## src/rtl/ssc_tx.sv

```systemverilog
// ssc_tx: spread-spectrum transmit channel. A DDS carrier drives a quarter-wave sine
// table, a Galois-LFSR PRN chip spreads its sign, and each accepted tick yields a DAC sample.
module ssc_tx #(
  parameter logic [15:0] BASE    = 16'h0900,
  parameter bit          SAT_NEG = 1'b1
) (
  input  logic        clk,
  input  logic        rst,
  input  logic [31:0] addr,
  input  logic [31:0] Wdata,
  input  logic        write,
  input  logic        read,
  output logic [31:0] Rdata,
  input  logic        tick,
  output logic [15:0] DAC,
  output logic        pushDAC,
  output logic        epoch
);

  localparam logic [15:0] A_GRUN   = 16'h0100;
  localparam logic [15:0] A_CTRL   = BASE + 16'h0000;
  localparam logic [15:0] A_CFREQ  = BASE + 16'h0004;
  localparam logic [15:0] A_CPHASE = BASE + 16'h0008;
  localparam logic [15:0] A_HFREQ  = BASE + 16'h000C;
  localparam logic [15:0] A_HPHASE = BASE + 16'h0010;
  localparam logic [15:0] A_PRN    = BASE + 16'h0014;
  localparam logic [15:0] A_SCNT   = BASE + 16'h0018;
  localparam logic [15:0] A_ECNT   = BASE + 16'h001C;
  localparam logic [15:0] A_STATUS = BASE + 16'h0020;

  typedef struct packed {
    logic [3:0]  hob;
    logic [13:0] poly;
    logic [13:0] state;
  } prn_t;

  // Quarter-wave table: parabolic fit a*(16384-a)/2048, 0 at a=0 rising to 16'h7FFF at 13'h1FFF.
  function automatic logic [15:0] sine_mag(input logic [12:0] a);
    logic [27:0] p;
    p = {15'd0, a} * (28'd16384 - {15'd0, a});
    return p[26:11];
  endfunction

  // hob may point past bit 13; such positions read as 0.
  function automatic logic bit_at(input logic [13:0] v, input logic [3:0] i);
    logic [15:0] ext;
    ext = {2'b00, v};
    return ext[i];
  endfunction

  logic [15:0] addr16;
  logic        unused_addr_hi;

  assign addr16         = addr[15:0];
  assign unused_addr_hi = ^addr[31:16];

  // Register file
  logic [31:0] grun_q, grun_d;
  logic        ctrl_q, ctrl_d;
  logic [31:0] car_freq_q, car_freq_d;
  logic [31:0] car_phase_q, car_phase_d;
  logic [31:0] chip_freq_q, chip_freq_d;
  logic [31:0] chip_phase_q, chip_phase_d;
  prn_t        prn_q, prn_d;
  logic [31:0] sample_count_q, sample_count_d;
  logic [31:0] epoch_count_q, epoch_count_d;
  logic        epoch_seen_q, epoch_seen_d;

  // Sample pipeline
  logic        s1_valid_q, s1_valid_d;
  logic [1:0]  s1_quad_q, s1_quad_d;
  logic        s1_chip_q, s1_chip_d;
  logic [15:0] sv_q, sv_d;
  logic [15:0] dac_q, dac_d;
  logic        push_q, push_d;
  logic        epoch_q, epoch_d;

  logic        run;
  logic        accept;
  logic        advance;
  logic        chip_now;
  logic        neg;
  logic        rd_status;
  logic [31:0] car_phase_nx;
  logic [31:0] chip_phase_nx;
  logic [12:0] rom_addr;
  logic [13:0] lfsr_clr;
  logic [13:0] lfsr_nx;
  logic [15:0] neg_val;

  // NOTE: every signal assigned in this block gets a default first, so no path
  // leaves one unassigned and no latch is inferred.
  always_comb begin
    grun_d         = grun_q;
    ctrl_d         = ctrl_q;
    car_freq_d     = car_freq_q;
    car_phase_d    = car_phase_q;
    chip_freq_d    = chip_freq_q;
    chip_phase_d   = chip_phase_q;
    prn_d          = prn_q;
    sample_count_d = sample_count_q;
    epoch_count_d  = epoch_count_q;
    epoch_seen_d   = epoch_seen_q;

    run           = (grun_q != 32'd0) && ctrl_q;
    accept        = tick && run;
    car_phase_nx  = car_phase_q + car_freq_q;
    chip_phase_nx = chip_phase_q + chip_freq_q;
    advance       = accept && chip_phase_nx[31] && !chip_phase_q[31];

    chip_now = bit_at(prn_q.state, prn_q.hob);
    lfsr_clr = prn_q.state & ~(14'd1 << prn_q.hob);
    lfsr_nx  = {lfsr_clr[12:0], 1'b0} ^ (chip_now ? prn_q.poly : 14'd0);

    // Stage 0: odd quadrants walk the quarter table backwards.
    rom_addr   = car_phase_q[30] ? ~car_phase_q[29:17] : car_phase_q[29:17];
    s1_valid_d = accept;
    s1_quad_d  = car_phase_q[31:30];
    s1_chip_d  = chip_now;
    sv_d       = sine_mag(rom_addr);

    if (accept) begin
      car_phase_d    = car_phase_nx;
      chip_phase_d   = chip_phase_nx;
      sample_count_d = sample_count_q + 32'd1;
      if (advance) prn_d.state = lfsr_nx;
    end
    epoch_d = advance && (lfsr_nx == 14'h0001);

    // Stage 2: quadrant sign and chip sign fold into a single negation.
    neg     = s1_quad_q[1] ^ s1_chip_q;
    neg_val = 16'd0 - sv_q;
    if (SAT_NEG && (sv_q == 16'h8000)) neg_val = 16'h7FFF;
    push_d = s1_valid_q;
    dac_d  = dac_q;
    if (s1_valid_q) dac_d = neg ? neg_val : sv_q;

    // A set in the same cycle as a clearing STATUS read takes priority.
    rd_status = read && (addr16 == A_STATUS);
    if (rd_status) epoch_seen_d = 1'b0;
    if (epoch_q) begin
      epoch_seen_d  = 1'b1;
      epoch_count_d = epoch_count_q + 32'd1;
    end

    // Bus writes come last so they override same-cycle tick updates.
    if (write) begin
      case (addr16)
        A_GRUN:   grun_d         = Wdata;
        A_CTRL:   ctrl_d         = Wdata[0];
        A_CFREQ:  car_freq_d     = Wdata;
        A_CPHASE: car_phase_d    = Wdata;
        A_HFREQ:  chip_freq_d    = Wdata;
        A_HPHASE: chip_phase_d   = Wdata;
        A_PRN:    prn_d          = Wdata;
        A_SCNT:   sample_count_d = Wdata;
        A_ECNT:   epoch_count_d  = Wdata;
        default:  ;
      endcase
    end
  end

  always_comb begin
    Rdata = 32'd0;
    if (read) begin
      case (addr16)
        A_CTRL:   Rdata = {31'd0, ctrl_q};
        A_CFREQ:  Rdata = car_freq_q;
        A_CPHASE: Rdata = car_phase_q;
        A_HFREQ:  Rdata = chip_freq_q;
        A_HPHASE: Rdata = chip_phase_q;
        A_PRN:    Rdata = prn_q;
        A_SCNT:   Rdata = sample_count_q;
        A_ECNT:   Rdata = epoch_count_q;
        A_STATUS: Rdata = {31'd0, epoch_seen_q};
        default:  Rdata = 32'd0;
      endcase
    end
  end

  // NOTE: state updates use non-blocking assignments so every flop samples the
  // pre-edge values regardless of statement order.
  always_ff @(posedge clk) begin
    if (rst) begin
      grun_q         <= '0;
      ctrl_q         <= 1'b0;
      car_freq_q     <= '0;
      car_phase_q    <= '0;
      chip_freq_q    <= '0;
      chip_phase_q   <= '0;
      prn_q          <= '0;
      sample_count_q <= '0;
      epoch_count_q  <= '0;
      epoch_seen_q   <= 1'b0;
      s1_valid_q     <= 1'b0;
      s1_quad_q      <= '0;
      s1_chip_q      <= 1'b0;
      sv_q           <= '0;
      dac_q          <= '0;
      push_q         <= 1'b0;
      epoch_q        <= 1'b0;
    end else begin
      grun_q         <= grun_d;
      ctrl_q         <= ctrl_d;
      car_freq_q     <= car_freq_d;
      car_phase_q    <= car_phase_d;
      chip_freq_q    <= chip_freq_d;
      chip_phase_q   <= chip_phase_d;
      prn_q          <= prn_d;
      sample_count_q <= sample_count_d;
      epoch_count_q  <= epoch_count_d;
      epoch_seen_q   <= epoch_seen_d;
      s1_valid_q     <= s1_valid_d;
      s1_quad_q      <= s1_quad_d;
      s1_chip_q      <= s1_chip_d;
      sv_q           <= sv_d;
      dac_q          <= dac_d;
      push_q         <= push_d;
      epoch_q        <= epoch_d;
    end
  end

  assign DAC     = dac_q;
  assign pushDAC = push_q;
  assign epoch   = epoch_q;

endmodule

```

## config.mk

```make
export PLATFORM = sky130hd
export DESIGN_NAME = ssc_tx
export DESIGN_NICKNAME = d
export VERILOG_FILES = /design/src/rtl/ssc_tx.sv
export SDC_FILE = /design/constraint.sdc
export NUM_CORES = 1
export LEC_CHECK = 0
export CAP_MARGIN = 20
export CORE_ASPECT_RATIO = 1.1
export CORE_MARGIN = 3
export CORE_UTILIZATION = 35
export CTS_CLUSTER_DIAMETER = 50
export DETAILED_ROUTE_END_ITERATION = 8
export PLACE_DENSITY_LB_ADDON = 0.25
export SYNTH_ARGS = -nofsm -noshare
export SYNTH_HDL_FRONTEND = slang
export SYNTH_SLANG_ARGS = --single-unit
```

## constraint.sdc

```tcl
create_clock -name clk -period 17.8 [get_ports clk]
set_input_delay 3.56 -clock clk [delete_from_list [all_inputs] [get_ports clk]]
set_output_delay 3.56 -clock clk [all_outputs]
set_load 0.02 [all_outputs]
```

==> metrics.md, run 1 <==
| Metric | Value |
|---|---|
| Netlist cell types | `94` |
| CTS root buf | `clkbuf_16` |
| Worst slew pin tran | `1.13 ns` |
| Worst Path Buf+Inv | `3` |
| Pre-CTS setup slack | `6.82 ns` |
| GRT Util Overall | `21.5%` |
| Mapped Cells | `slightly below 3000` |
| Initial antenna violation count | `0` |
| Crit Path Class | `input port to output pin` |
| Vias in the first global route | `about 20000` |
| RSZ-0062 raised after global routing | `no` |
| CTS buffer count | `39` |
| DP HPWL | `54900 um` |
| Worst-path fanout max | `21` |
| Placer Congestion | `0.871` |
| TritonCTS clock tree | `done` |
| Die area | `71400 um^2` |
| Startpoint types | `input port` |
| Leakage | `10.8 nW` |
| Initial Util | `35.7%` |
| Asr flop ratio synth | `0%` |
| Row count | `99` |
| Mapped cell area | `23900 um^2` |
| Antenna Nets Post-Route | `0` |
| H-tree lvl count | `2` |
| FMAX | `approximately 90 MHz` |
| Worst skew pair latency | `0.56 ns` |
| Antenna diode count | `0` |
| Sequential area share after synthesis | `24.7%` |
| Layout fillers | `about 6900` |
| Skew final | `0.0240 ns` |
| FF+latch area | `5910 um^2` |
| Drt via density | `5.37` |
| CP top delay family | `simple AND/OR/NAND/NOR gates` |
| Core area | `66900 um^2` |
| Via count | `20700` |
| Power Total | `1.56 mW` |
| Hold-fix buffers, CTS | `0` |
| Dominant synthesized flop cell | `dfxtp_1` |
| Crit path DAT | `7.38 ns` |
| Die H | `280 um` |
| Min cycle time layout | `10.94 ns` |
| Number of synthesis warnings | `0` |
| Grt ovf | `0` |
| CP Cell Sequence | `clkdlybuf4s50_1, or4_1, nor4b_4, nand4_1, or2_1, buf_4, o21ai_0, a221oi_1, a21oi_1, clkdlybuf4s50_1` |
| Cell repeated most along the worst path | `clkdlybuf4s50_1` |
| CTS resizes | `0` |
| First-pass GRT wire length | `around 120000 um` |
| IO Count | `119` |
| PnR worst setup slack | `around 7 ns` |
| Max clock buf depth | `3` |
| Layout Nets | `3351` |
| Setup Buffers After CTS | `0` |
| Final setup vio count | `0` |
| Final Max Slew Viols | `0` |
| WP data required | `~14 ns` |
| Routed len/inst | `between 15 and 20 um` |
| Largest net degree at the start of global routing | `roughly 180` |
| Commonest non-fill, non-tap cell in the layout | `nand2_1` |
| Share of layout cells above drive strength 1 | `slightly below 6%` |
| Period utilization | `61.5%` |
| Area occupied by multi-input gates | `16400 um^2` |
| DRC viols | `0` |
| Commonest non-fill, non-tap cells in the layout | `nand2_1 (443), nor2_1 (318), dfxtp_1 (295)` |
| Fin Setup TNS | `0 ns` |
| Crit-path slowest cell | `clkdlybuf4s50_1` |
| Min Hold Slack | `0.450 ns` |
| Syn_area_per_cell | `between 8 and 9 um^2` |
| Clk sinks | `295` |
| DRT iter0 DRCs | `~1600` |
| Outcome | `finished clean` |
| Max-cap violations | `0` |
| Hold/Removal Path Class | `flop to flop` |
| Port Buf Inserts | `102` |
| Worst-case vdd ir drop | `0.0551 mV` |
| CTS clk-pin slew, worst paths | `approximately 0.05 ns` |
| Normalized max-slew margin | `24.7%` |
| Seq cells post-synth | `between 200 and 300` |
| Crit end category | `output pin` |
| Worst path max stage delay | `0.64 ns` |
| Hold Fails Final Rpt | `0` |
| Final WL | `~77000 um` |
| Area grow syn2layout | `12.3%` |
| Chip Width | `255 um` |
| Detailed Routing Iterations Pass 1 | `5` |
| EDFF count, synth | `0` |
| P per Cell Area | `58.0 nW/um^2` |
[power by group]
group          internal (mW)  switching, mW  total [mW]
Clock                  0.512          0.317       0.828
Sequential             0.662        0.00130       0.663
Combinational         0.0204         0.0442      0.0645
[final cells by class]
| class | count | area share [%] |
|---|---|---|
| clock inverters | 14 | 0.751 |
| flip-flops and latches | 295 | 22.0 |
| repair buffers | 140 | 5.05 |
| inverters | 207 | 2.90 |
| well taps | 858 | 4.00 |
| clock buffers | 54 | 4.30 |
| multi-input cells | 2287 | 61.0 |
[flip-flops by register name, indices dropped and copies added, names as in the netlist]
register        cells
epoch               1
s1_chip_q           1
car_freq_q         32
epoch_count_q      32
grun_q             32
prn_q              32
s1_quad_q           1
sample_count_q     32
chip_freq_q        32
car_phase_q        32
DAC                16
epoch_seen_q        1
pushDAC             1
push_d              1
sv_q               16
ctrl_q              1
chip_phase_q       32
[routing by layer]
layer	routed length [um]	GRT usage, %	part of all wire (%)	vias up
met2	37700	37.7	49	518
met3	3110	2.15	4.1	117
met1	33200	27.5	43	9940
met5	0	0	0	-
li1	-	-	-	10100
met4	2670	7.06	3.5	0
[worst paths after layout]
| check | slack [ns] | startpoint | to | cells after the start |
|---|---|---|---|---|
| max | 6.86 | addr[13] | Rdata[16] | 10 |
| min | 0.45 | grun_q[9]$_SDFFE_PP0P_ | grun_q[9]$_SDFFE_PP0P_ | 2 |
| max reg2reg | 8.66 | car_phase_q[30]$_SDFF_PP0_ | sv_q[15]$_SDFF_PP0_ | 34 |
| min reg2reg | 0.45 | grun_q[9]$_SDFFE_PP0P_ | grun_q[9]$_SDFFE_PP0P_ | 2 |
[cells in the mapped netlist (4+ instances only)]
library cell | n | share of area [%]
dfxtp_1 | 295 | 25
xor2_1 | 87 | 3.2
inv_1 | 206 | 3.2
o22ai_1 | 18 | 0.47
a222oi_1 | 7 | 0.29
and2_1 | 16 | 0.42
nor4_1 | 16 | 0.42
mux2_2 | 25 | 1.2
mux2i_1 | 44 | 1.8
nand3_1 | 46 | 0.96
clkbuf_8 | 5 | 0.29
and4_1 | 4 | 0.15
a311oi_1 | 40 | 1.5
o221ai_1 | 7 | 0.26
nor2b_1 | 15 | 0.39
buf_4 | 12 | 0.38
buf_1 | 9 | 0.14
o31ai_1 | 4 | 0.13
o21bai_1 | 8 | 0.25
xnor2_1 | 74 | 2.7
a211oi_1 | 91 | 2.9
clkbuf_1 | 144 | 2.3
nand4_1 | 21 | 0.55
a31oi_1 | 9 | 0.24
o211ai_1 | 10 | 0.31
o21ai_0 | 88 | 1.8
o2111ai_1 | 5 | 0.18
fa_1 | 140 | 12
nor3_1 | 53 | 1.1
a21oi_1 | 233 | 4.9
or3_1 | 18 | 0.47
a21o_1 | 35 | 1.1
a221oi_1 | 30 | 1.1
ha_1 | 172 | 9.0
buf_2 | 28 | 0.59
o21a_1 | 10 | 0.31
nand2_1 | 446 | 7.0
nand2b_1 | 80 | 2.1
and3_1 | 24 | 0.63
nor2_1 | 320 | 5.0
[logic make-up (layout without fill, tap and decap cells)]
logic type               after synthesis  in the layout  synth area share, %
AO/OA/AOI/OAI                        643            643                 17.9
XOR/XNOR                             161            161                 5.90
adder cells (fa/ha/maj)              312            312                 20.7
buffers and inverters                408            415                 7.09
flip-flops                           295            295                 24.7
multiplexers                          71             71                 3.21
other                                  2             10               0.0314
AND/OR/NAND/NOR                     1090           1090                 20.4
[through the flow]
stage / util [%] / cells / cell area [um^2]
CTS: 40.0 / 3853 / 26800
detailed placement: 38.0 / 3785 / 25400
global placement: 38.0 / 3785 / 25400
global route: 40.1 / 3855 / 26800
floorplan: - / 2990 / 23900
finish: 40.1 / 3855 / 26800
[tightest hold or removal path, cell delays in order, from the launching register on]
cell and delay, ns:
dfxtp_1 0.31, nand2_1 0.05, a21oi_1 0.05
Power figures use the tool's default switching activity.
==> run 2, diff against run 1 <==
clock period = 9 ns   (was 17.8 ns; I/O delays follow)
==> run 2 against run 1 <==
Compared with the run above:
- clock power increased by 110%
- sequential power up 98%
- critical path depth grew 22
- sequential share of layout area shrank 0.14 points
- register-to-register slack worse by 7.9 ns
- critical path type is now flop to flop
- design area up 0.64%
- hold slack hardly changed
- wire length up 1.2%
==> metrics.md, run 2 (synthesis results as in run 1) <==
| Metric | Value |
|---|---|
| Commonest non-fill, non-tap cell in the layout | `nand2_1` |
| R2R Path Start | `car_phase_q[30]$_SDFF_PP0_` |
| Final setup vio count | `0` |
| Fin Setup TNS | `0 ns` |
| Outcome | `finished clean` |
| Die area | `71400 um^2` |
| Cell repeated most along the worst path | `inv_1` |
| P per Cell Area | `117 nW/um^2` |
| Max clock buf depth | `3` |
| Largest net degree at the start of global routing | `110` |
| WP data required | `9.44 ns` |
| Placed Cells | `between 3000 and 4000` |
| Grt ovf | `0` |
| Initial Util | `between 30 and 40%` |
| FMAX | `121 MHz` |
| Area grow syn2layout | `13.0%` |
| Number of cells traversed by the worst hold path | `2` |
| Commonest non-fill, non-tap cells in the layout | `nand2_1 (443), nor2_1 (318), dfxtp_1 (295)` |
| Reg2reg path depth | `32` |
| CTS buffer count | `43` |
| Initial antenna violation count | `0` |
| Max-cap violations | `0` |
| FF+latch area | `5910 um^2` |
| Worst skew pair latency | `approximately 0.57 ns` |
| TritonCTS clock tree | `done` |
| IO Count | `roughly 120` |
| Setup Buffers After CTS | `0` |
| Antenna Nets Post-Route | `0` |
| Port Buf Inserts | `102` |
| Routed len/inst | `roughly 20 um` |
| Period utilization | `91.8%` |
| Leakage | `10.9 nW` |
| Core area | `between 60000 and 70000 um^2` |
| Hold-fix buffers, CTS | `0` |
| Skew final | `0.0236 ns` |
| RSZ-0062 raised after global routing | `no` |
| Final WL | `77600 um` |
| Hold Fails Final Rpt | `0` |
| Row count | `99` |
| Worst-case vdd ir drop | `about 0.12 mV` |
| Normalized max-slew margin | `31.5%` |
| Worst-path fanout max | `12` |
| Detailed Routing Iterations Pass 1 | `8` |
| Crit Path Class | `flop to flop` |
| Clk sinks | `295` |
| Antenna diode count | `0` |
| Crit end category | `flop` |
| Crit path DAT | `roughly 8.7 ns` |
| Min cycle time layout | `8.26 ns` |
| Chip Width | `255 um` |
| Startpoint types | `flop` |
| Die H | `280 um` |
| CTS clk-pin slew, worst paths | `0.06 ns` |
| Hold/Removal Path Class | `flop to flop` |
| Worst slew pin tran | `1.03 ns` |
| Layout Nets | `3364` |
| Area occupied by multi-input gates | `roughly 16000 um^2` |
| DP HPWL | `56100 um` |
| Placer Congestion | `0.882` |
| Layout fillers | `6857` |
| Worst path max stage delay | `0.60 ns` |
| GRT Util Overall | `21.8%` |
| CTS root buf | `clkbuf_16` |
| Drt via density | `5.41` |
| Setup crit start | `car_phase_q[30]$_SDFF_PP0_` |
| Non-Filler Instances | `between 3000 and 4000` |
| First-pass GRT wire length | `around 120000 um` |
| Crit-path slowest cell | `dfxtp_1` |
| Share of layout cells above drive strength 1 | `6.60%` |
| Final Max Slew Viols | `0` |
| Hold_sp | `grun_q[2]$_SDFFE_PP0P_` |
| Via count | `21000` |
| CTS resizes | `0` |
| Vias in the first global route | `20900` |
| DRT iter0 DRCs | `roughly 1500` |
| H-tree lvl count | `2` |
| DRC viols | `0` |
-- run 2: changes by cell type in the layout (fill, tap and decap cells not counted), moves of 4 or more --
| cell | change |
|---|---|
| buf_4 | +10 |
| clkinv_4 | +6 |
| clkbuf_16 | +4 |
| clkinvlp_4 | +7 |
-- run 2: worst paths after layout --
kind                                               end  slack, ns
worst max register to register     sv_q[15]$_SDFF_PP0_       0.74
worst min-delay path            grun_q[2]$_SDFFE_PP0P_       0.45
worst max-delay path               sv_q[15]$_SDFF_PP0_       0.74
worst min register to register  grun_q[2]$_SDFFE_PP0P_       0.45
-- run 2: report_power, final --
| group | switching, mW | total [mW] | internal (mW) |
|---|---|---|---|
| clock | 0.687 | 1.72 | 1.03 |
| sequential | 0.00260 | 1.31 | 1.31 |
| combinational | 0.0876 | 0.128 | 0.0400 |
| total | 0.777 | 3.16 | 2.38 |
-- run 2: metal layers --
metal	GRT usage [%]	wire [um]
met1	27.5	33100
met2	38.5	38200
met3	2.64	3540
met4	7.38	2800
met5	0	0
-- run 2: cell type report --
type	instances	area share, %
Sequential cell	295	21.9
Timing Repair Buffer	149	5.22
Inverter	207	2.88
Tap cell	858	3.98
Multi-Input combinational cell	2287	60.6
Clock inverter	25	0.936
Clock buffer	54	4.51
-- run 2: metrics by stage --
| stage | hold slack (ns) | util, % | setup slack [ns] | total power, mW | cell area (um^2) |
|---|---|---|---|---|---|
| 4_1_cts | 0.455 | 40.3 | 0.705 | 3.19 | 26900 |
| 3_5_place_dp | 0.446 | 38.1 | 0.677 | 1.47 | 25500 |
| 2_1_floorplan | 0.432 | - | 0.743 | 1.41 | 23900 |
| 5_1_grt | 0.474 | 40.4 | 0.169 | 3.25 | 27000 |
| 6_report | 0.450 | 40.4 | 0.740 | 3.16 | 27000 |
| 3_3_place_gp | 0.438 | 38.1 | 0.750 | 1.47 | 25500 |
-- run 2: worst max-delay path, delay by kind of cell (launching register included) --
family	cells	cell delay (ns)
compound gates	7	1.81
xor+xnor	2	0.40
fa+ha+maj	9	4.01
buf+inv	8	0.48
flops	1	0.60
simple gates	6	0.85
==> run 3, diff against run 2 <==
CORE_UTILIZATION = 50   (was 35)
==> run 3 against run 2 <==
Compared with the run above:
- non-clock buffer count shrank 4
- combinational power is essentially flat
- sequential cell count is the same
- critical endpoint unchanged
- highest routed layer unchanged
- via count grew 3.5%
- utilization grew 16 points
- total power shrank 3.8%
- global-route usage grew 7.3 points
- clock power shrank 7%
- register-to-register slack gained 0.12 ns
- wire length shrank 3.6%
- clock skew is essentially flat
==> metrics.md, run 3 (synthesis results as in run 1) <==
| Metric | Value |
|---|---|
| DP HPWL | `~54000 um` |
| Hold_sp | `grun_q[4]$_SDFFE_PP0P_` |
| Area grow syn2layout | `11.3%` |
| Met1 WL | `28700 um` |
| Skew final | `0.0237 ns` |
| Antenna Nets Post-Route | `0` |
| Startpoint types | `flop` |
| IO Count | `119` |
| Antenna diode count | `0` |
| Routed length on met2 | `36200 um` |
| Grt ovf | `0` |
| Hold/Removal Path Class | `flop to flop` |
| WL met3 | `5060 um` |
| Crit-path slowest cell | `fa_1` |
| Worst path max stage delay | `0.55 ns` |
| Die area | `50400 um^2` |
| Worst skew pair latency | `0.55 ns` |
| Post-layout util | `56.6%` |
| Layout Nets | `3355` |
| Setup Buffers After CTS | `0` |
| Port Buf Inserts | `102` |
| GRT Util Overall | `~30%` |
| CTS clk-pin slew, worst paths | `0.06 ns` |
| First-pass GRT wire length | `118000 um` |
| Commonest non-fill, non-tap cell in the layout | `nand2_1` |
| Hold Fails Final Rpt | `0` |
| Detailed Routing Iterations Pass 1 | `7` |
| Commonest non-fill, non-tap cells in the layout | `nand2_1 (442), nor2_1 (318), dfxtp_1 (295)` |
| Final setup vio count | `0` |
| WP data required | `about 9.4 ns` |
| CTS buffer count | `38` |
| Die H | `235 um` |
| Crit end category | `flop` |
| H-tree lvl count | `2` |
| DRC viols | `0` |
| TritonCTS clock tree | `done` |
| Largest net degree at the start of global routing | `149` |
| Final WL | `~75000 um` |
| Drt via density | `5.97` |
| Crit path DAT | `8.55 ns` |
| Fin Setup TNS | `0 ns` |
| Setup crit start | `car_phase_q[30]$_SDFF_PP0_` |
| Max-cap violations | `0` |
| Final Max Slew Viols | `0` |
| P per Cell Area | `roughly 110 nW/um^2` |
| Routed len/inst | `just over 20 um` |
| CP top delay family | `adder cells` |
| Row count | `83` |
| Via count | `21700` |
| R2R Path Start | `car_phase_q[30]$_SDFF_PP0_` |
| Crit Path Class | `flop to flop` |
| Leakage | `10.9 nW` |
| Power Total | `between 3 and 4 mW` |
| Normalized max-slew margin | `30.4%` |
| Chip Width | `214 um` |
| CTS resizes | `0` |
| Placer Congestion | `approximately 0.94` |
| Outcome | `finished clean` |
| Worst slew pin tran | `1.04 ns` |
| Period utilization | `90.5%` |
| Worst Path Buf+Inv | `3` |
| DRT iter0 DRCs | `1960` |
| Cell repeated most along the worst path | `fa_1` |
| CTS root buf | `clkbuf_16` |
| Hold-fix buffers, CTS | `0` |
| Min cycle time layout | `8.14 ns` |
| Core area | `46900 um^2` |
| Vias in the first global route | `21600` |
| Clk sinks | `~300` |
| Share of layout cells above drive strength 1 | `around 6.1%` |
| Initial Util | `50.9%` |
| RSZ-0062 raised after global routing | `no` |
| Initial antenna violation count | `0` |
| Worst-path fanout max | `11` |
| Max clock buf depth | `3` |
| Worst-case vdd ir drop | `0.101 mV` |
| Highest Signal Layer | `met4` |
| FMAX | `123 MHz` |
-- run 3: layer usage --
metal  up-vias  GRT usage [%]
met2       918           50.4
li1      10200              -
met4         0           17.1
met3       241           4.07
met1     10400           34.5
met5         -              0
-- run 3: metrics by stage --
stage / worst slack [ns] / area, um^2 / hold slack (ns) / instances
after floorplan: 0.743 / 23900 / 0.432 / 2990
after global placement: 1.03 / 25100 / 0.438 / 3566
after detailed placement: 0.844 / 25200 / 0.444 / 3567
after CTS: 0.857 / 26500 / 0.451 / 3636
after global routing: 0.448 / 26600 / 0.468 / 3640
final: 0.855 / 26600 / 0.452 / 3640
-- run 3: worst register-to-register path, delay by kind of cell, from the launching register on --
kind                       cells  cell delay (ns)
AOI/OAI and AO/OA              9             1.57
and+or+nand+nor                5             1.38
buffers and inverters          3             0.42
DFF                            1             0.42
adders and majority gates      8             3.52
xor gates and xnor gates       2             0.71
-- run 3: area by class of cell --
| cell class | count | area (um^2) |
|---|---|---|
| multi-input cells | 2287 | 16400 |
| fillers | 4259 | 20400 |
| flip-flops and latches | 295 | 5910 |
| well taps | 637 | 797 |
| clock buffers | 53 | 1130 |
| clock inverters | 16 | 193 |
| repair buffers | 145 | 1430 |
| inverters | 207 | 777 |
-- run 3: report_power, final --
group | leakage (nW) | internal [mW] | switching, mW | total, mW
Sequential | 2.38 | 1.31 | 0.00250 | 1.31
Clock | 0.648 | 0.973 | 0.626 | 1.60
Combinational | 7.83 | 0.0401 | 0.0859 | 0.126
Total | 10.9 | 2.32 | 0.714 | 3.04
-- run 3: path summary, 6_finish.rpt --
path,depth (start not counted),endpoint,slack (ns)
worst max-delay path,27,sv_q[15]$_SDFF_PP0_,0.86
worst min-delay path,2,grun_q[4]$_SDFFE_PP0P_,0.45
worst max register to register,27,sv_q[15]$_SDFF_PP0_,0.86
worst min register to register,2,grun_q[4]$_SDFFE_PP0P_,0.45
